## config.mk

```make
export PLATFORM = sky130hd
export DESIGN_NAME = pwm_level_decoder
export DESIGN_NICKNAME = d
export VERILOG_FILES = /design/src/rtl/pwm_level_decoder.sv
export SDC_FILE = /design/constraint.sdc
export NUM_CORES = 1
export LEC_CHECK = 0
export CORE_MARGIN = 4
export CORE_UTILIZATION = 40
export CTS_CLUSTER_SIZE = 8
export DETAILED_ROUTE_END_ITERATION = 8
export PLACE_DENSITY = 0.62
export SLEW_MARGIN = 0
export SYNTH_ARGS = -nofsm -noshare
export SYNTH_HDL_FRONTEND = slang
export SYNTH_SLANG_ARGS = --single-unit
export TNS_END_PERCENT = 1
```

## constraint.sdc

```tcl
create_clock -name clk -period 4.1 [get_ports clk]
set_clock_uncertainty 0.1 [all_clocks]
set_input_delay 0.82 -clock clk [delete_from_list [all_inputs] [get_ports clk]]
set_output_delay 0.82 -clock clk [all_outputs]
set_load 0.01 [all_outputs]
```

## src/rtl/pwm_level_decoder.sv

```systemverilog
// -----------------------------------------------------------------------------
// pwm_level_decoder
//
// Purpose:
//   This is the receive-side decoder for the 3-phase LCD bias PWM waveform.
//   The waveform has a period of 3 clk. The number of high phases in one
//   period selects the 2-bit voltage code:
//     0 high phases -> 00
//     1 high phase  -> 01
//     2 high phases -> 10
//     3 high phases -> 11
//   A new code is accepted only after STABLE_FRAMES consecutive frames have
//   decoded to the same level. This filters out phase slips and frames caught
//   in the middle of a code change.
//
// Parameters:
//   STABLE_FRAMES : number of consecutive identical frame codes required
//                   before a code is accepted. Legal range is 1..15.
//
// Ports:
//   clk          in   1  system clock; all logic is on the rising edge.
//   rstn         in   1  reset, synchronous, active-low.
//   PWMIn        in   1  PWM bias waveform.
//   Voltage      out  2  accepted voltage code (registered).
//   VoltageValid out  1  high once a code has been accepted since reset.
//   VoltageChg   out  1  one-cycle pulse on every update of Voltage.
//
// Optional feature:
//   PWM_DEC_SYNC_EN - when this macro is defined, PWMIn passes through a
//   two-flop synchronizer before it is sampled. This adds two cycles of
//   input latency, and the first two samples after reset read 0.
// -----------------------------------------------------------------------------
module pwm_level_decoder #(
    parameter int unsigned STABLE_FRAMES = 2
) (
    input  logic       clk,
    input  logic       rstn,
    input  logic       PWMIn,
    output logic [1:0] Voltage,
    output logic       VoltageValid,
    output logic       VoltageChg
);

    localparam logic [3:0] C_STABLE = 4'(STABLE_FRAMES);

    typedef enum logic [1:0] {
        ST_ACQUIRE = 2'b00,
        ST_LOCKED  = 2'b01,
        ST_PENDING = 2'b10
    } state_t;

    logic       w_sample;
    logic [1:0] w_lvl;
    logic       w_eval;
    logic [3:0] w_run_next;
    logic       w_stable;
    logic [1:0] w_phase_next;

    logic [1:0] r_phase;
    logic [1:0] r_sh;
    logic [1:0] r_cand;
    logic [3:0] r_run;
    state_t     r_state;
    logic [1:0] r_voltage;
    logic       r_valid;
    logic       r_chg;

`ifdef PWM_DEC_SYNC_EN
    logic r_sync1;
    logic r_sync2;

    // Two-flop synchronizer for an asynchronous PWM input.
    always_ff @(posedge clk) begin
        if (!rstn) begin
            r_sync1 <= 1'b0;
            r_sync2 <= 1'b0;
        end else begin
            r_sync1 <= PWMIn;
            r_sync2 <= r_sync1;
        end
    end

    assign w_sample = r_sync2;
`else
    assign w_sample = PWMIn;
`endif

    // Popcount of the three samples in the current frame window.
    // The maximum popcount is 3, so the sum fits in two bits without overflow.
    assign w_lvl  = {1'b0, r_sh[1]} + {1'b0, r_sh[0]} + {1'b0, w_sample};
    assign w_eval = (r_phase == 2'd2);

    // Next run length if this cycle is an evaluation. The run length
    // saturates at the threshold, so it never exceeds STABLE_FRAMES.
    always_comb begin
        w_run_next = 4'd1;
        if ((w_lvl == r_cand) && (r_run != 4'd0)) begin
            if (r_run >= C_STABLE) begin
                w_run_next = C_STABLE;
            end else begin
                w_run_next = r_run + 4'd1;
            end
        end else begin
            w_run_next = 4'd1;
        end
    end

    assign w_stable = (w_run_next == C_STABLE);

    // Free-running frame phase 0,1,2. The unreachable value 3 recovers to 0.
    always_comb begin
        w_phase_next = 2'd0;
        case (r_phase)
            2'd0:    w_phase_next = 2'd1;
            2'd1:    w_phase_next = 2'd2;
            2'd2:    w_phase_next = 2'd0;
            default: w_phase_next = 2'd0;
        endcase
    end

    // Sampling, frame evaluation, run tracking and the acceptance FSM.
    always_ff @(posedge clk) begin
        if (!rstn) begin
            r_phase   <= 2'd0;
            r_sh      <= 2'b00;
            r_cand    <= 2'b00;
            r_run     <= 4'd0;
            r_state   <= ST_ACQUIRE;
            r_voltage <= 2'b00;
            r_valid   <= 1'b0;
            r_chg     <= 1'b0;
        end else begin
            r_sh    <= {r_sh[0], w_sample};
            r_phase <= w_phase_next;
            r_chg   <= 1'b0;
            if (w_eval) begin
                // When the level matches the candidate, the candidate is
                // unchanged. Otherwise the level becomes the new candidate.
                r_cand <= w_lvl;
                r_run  <= w_run_next;
                case (r_state)
                    ST_ACQUIRE: begin
                        if (w_stable) begin
                            r_voltage <= w_lvl;
                            r_valid   <= 1'b1;
                            r_chg     <= 1'b1;
                            r_state   <= ST_LOCKED;
                        end else begin
                            r_state   <= ST_ACQUIRE;
                        end
                    end
                    ST_LOCKED, ST_PENDING: begin
                        // In LOCKED the candidate always equals Voltage. A
                        // differing level therefore only reaches the
                        // threshold immediately when STABLE_FRAMES is 1,
                        // and that case must update without waiting.
                        if (w_lvl != r_voltage) begin
                            if (w_stable) begin
                                r_voltage <= w_lvl;
                                r_chg     <= 1'b1;
                                r_state   <= ST_LOCKED;
                            end else begin
                                r_state   <= ST_PENDING;
                            end
                        end else begin
                            // Level returned to the accepted code: the
                            // transient is rejected and no pulse is raised.
                            r_state <= ST_LOCKED;
                        end
                    end
                    default: begin
                        r_state <= ST_ACQUIRE;
                        r_valid <= 1'b0;
                    end
                endcase
            end else begin
                r_state <= r_state;
            end
        end
    end

    assign Voltage      = r_voltage;
    assign VoltageValid = r_valid;
    assign VoltageChg   = r_chg;

endmodule

```

==> results.toml <==
[run_status]
outcome = "completed"

[synthesis]
yosysUniqueCellTypes = 33
ys.flop_type = "dfxtp_1"
syn_nets = 93
seq_area_frac_synth_pct = 41.2
async_flop_share_pct = 0
synth_edf_count = 0
synthTopCellsByCount = "16 x dfxtp_1, 11 x nand2_1, 7 x a21oi_1"
synth_most_common_cell = "dfxtp_1"
synthTopCellsByArea = "dfxtp_1 41%, ha_1 8.0%, nand2_1 5.3%"
synth_area_um2 = 778
ys_ff_latch = 16
synth_top_area_share_pct = 41.2
synth_area_per_cell_um2 = 9.26
synth_area_leader_cell = "dfxtp_1"
yosysWarnings = 0
synthCells = 84

[worst_setup_path]
startpoint = "PWMIn"
crit_family = "adder cells"
worstPathMaxFanout = 5
critPathSlowestCell = "fa_1"
critPathMaxStageDelay_ps = 510
crit_chain = "clkdlybuf4s50_1 -> fa_1 -> xor2_1 -> a2111oi_2 -> and3_2 -> mux2i_1"
critPathBufInv = 1
arrival_ps = 2940
r2r-start = "r_sh[0]"
required_ps = 4220
critical_path_class = "in2reg"
crit_path_end_kind = "flop"
crit_path_start_kind = "input pin"

[clock_network]
cts.sinks = 16
path_clk_slew_ps = 90
root_buffer = "clkbuf_4"
numCtsBuffers = 3
holdBufCountCts = 0
clock_latency_ps = 290
cts_resized = 0
clock_path_buffers = 2
htree_levels = 1
post_cts_buffers = 0
cts_tree = "built"

[sta]
setup_viol = 0
period_needed_ps = 2820
hold_slack_ps = 370
slew_headroom_pct = 68.0
slew_viol_final = 0
max_freq_ghz = 0.355
period_share_pct = 68.8
tightest_slew_ps = 480
setup_tns_ps = 0
rsz0062_at_grt = "false"
finalHoldViolations = 0

[floorplanning]
core_area_mm2 = 0.00178
rows = 15
die_area_mm2 = 0.00272
start_util_pct = 43.6
die_w_um = 52.1
ios = 7
die_h_um = 52.1

[global_route]
grtUsageTotal_pct = 12.1
overflow = 0
grt_pass1_wl_mm = 2.54
grt_pass1_vias = 639
grt_max_degree = 14
antenna_found_initial = 0

[cells_and_area]
n_fill_cell = 172
area_growth_pct = 15.0
multi_input_area_um2 = 424
ff_latch_area_um2 = 320
nets = 101
fin_cells = 116
insertedDiodeCount = 0
layout-drive-gt1-share_pct = 7.69

[job]
cap_viol_max_count = 0

[placed_design]
gp_congestion = 0.890
port_buffers = 6
hpwl_mm = 1.09
dp.cells = 112

[routing]
final_antenna_net_count = 0
drc_errors = 0
drt_iter0_markers = 11
firstDrtPassIters = 4
wire_per_inst_um = 12.6
routed_wl_mm = 1.46
vias = 619
viasPerCell = 5.34

[hold_path]
worstHoldStart = "r_phase[1]"
min_path_type = "reg2reg"

[pwr]
cellLeakagePower_nw = 0.329
power_mw = 0.293
ir_worst_vdd_v = 0.000244
power_density_mw_per_mm2 = 327
[path summary, 6_finish.rpt]
path,endpoint,slack [ps],depth (start not counted)
max,Voltage[1],1280,6
min,r_phase[1],370,1
max reg2reg,Voltage[1],1960,5
min reg2reg,r_phase[1],370,1
[routing by layer]
layer  global-route usage [%]  part of all wire [%]  wire (µm)  vias to the layer above
met5                        0                     0          0                        -
met4                     4.80                   1.4         21                        0
met3                     2.58                   5.5         80                        2
met2                     22.2                    49        715                       21
met1                     13.4                    44        641                      291
li1                         -                     -          -                      305
[where the power goes]
part	switching (mW)	leakage, nW	internal (mW)
clock	0.0506	0.0210	0.0541
combinational	0.0157	0.178	0.0105
sequential	0.00277	0.130	0.159
total	0.0691	0.329	0.224
[stage by stage]
stage | setup slack, ps | cell area, µm² | utilization [%]
floorplan | 1610 | 778 | -
global placement | 1030 | 858 | 48.1
finish | 1280 | 895 | 50.2
global route | 1150 | 895 | 50.2
detailed placement | 985 | 858 | 48.1
CTS | 1280 | 895 | 50.2
[logic make-up after synthesis]
logic type / Yosys count / synth area share [%]
adders and majority gates: 6 / 10.6
and+or+nand+nor: 34 / 25.7
AOI/OAI and AO/OA: 13 / 11.1
DFF: 16 / 41.2
buffers and inverters: 9 / 4.34
xor gates and xnor gates: 4 / 4.50
muxes: 2 / 2.57
[cells in the final DEF, fill, tap and decap left out]
master           count
nor2b_1              1
inv_1                6
xnor2_1              2
or4b_1               1
and2_1               2
or4_1                1
nor3_1               2
o32ai_1              1
and2b_1              1
a221oi_1             1
nand3b_1             1
mux2i_1              2
o31ai_1              1
a21oi_1              7
fa_1                 1
nor4_4               1
nand2b_1             1
a31oi_1              1
nor2_1               3
and3_2               1
nor4_1               1
nand2_1             11
nor3b_1              2
clkdlybuf4s50_1      6
dfxtp_1             16
and3_1               1
clkbuf_8             1
or2b_1               1
clkbuf_4             3
nand3_1              2
ha_1                 5
a2111oi_2            1
nand4_1              1
o21ai_0              1
xor2_1               2
[worst reg2reg max path, stage by stage, from the launching register on]
cell and delay [ps]:
dfxtp_1 330, fa_1 470, xor2_1 220, a2111oi_2 450, and3_2 320, mux2i_1 190
[sequential cells by signal, indices dropped and copies added (netlist names)]
register      flops
Voltage           2
VoltageChg        1
VoltageValid      1
r_cand            2
r_phase           2
r_run             4
r_sh              2
r_state           2
[final cells by class]
cell class,count,area share [%]
Inverter,6,2.52
Multi-Input combinational cell,59,47.4
Timing Repair Buffer,6,6.71
Tap cell,25,3.50
Sequential cell,16,35.8
Clock buffer,4,4.06
Power figures use the tool's default switching activity.
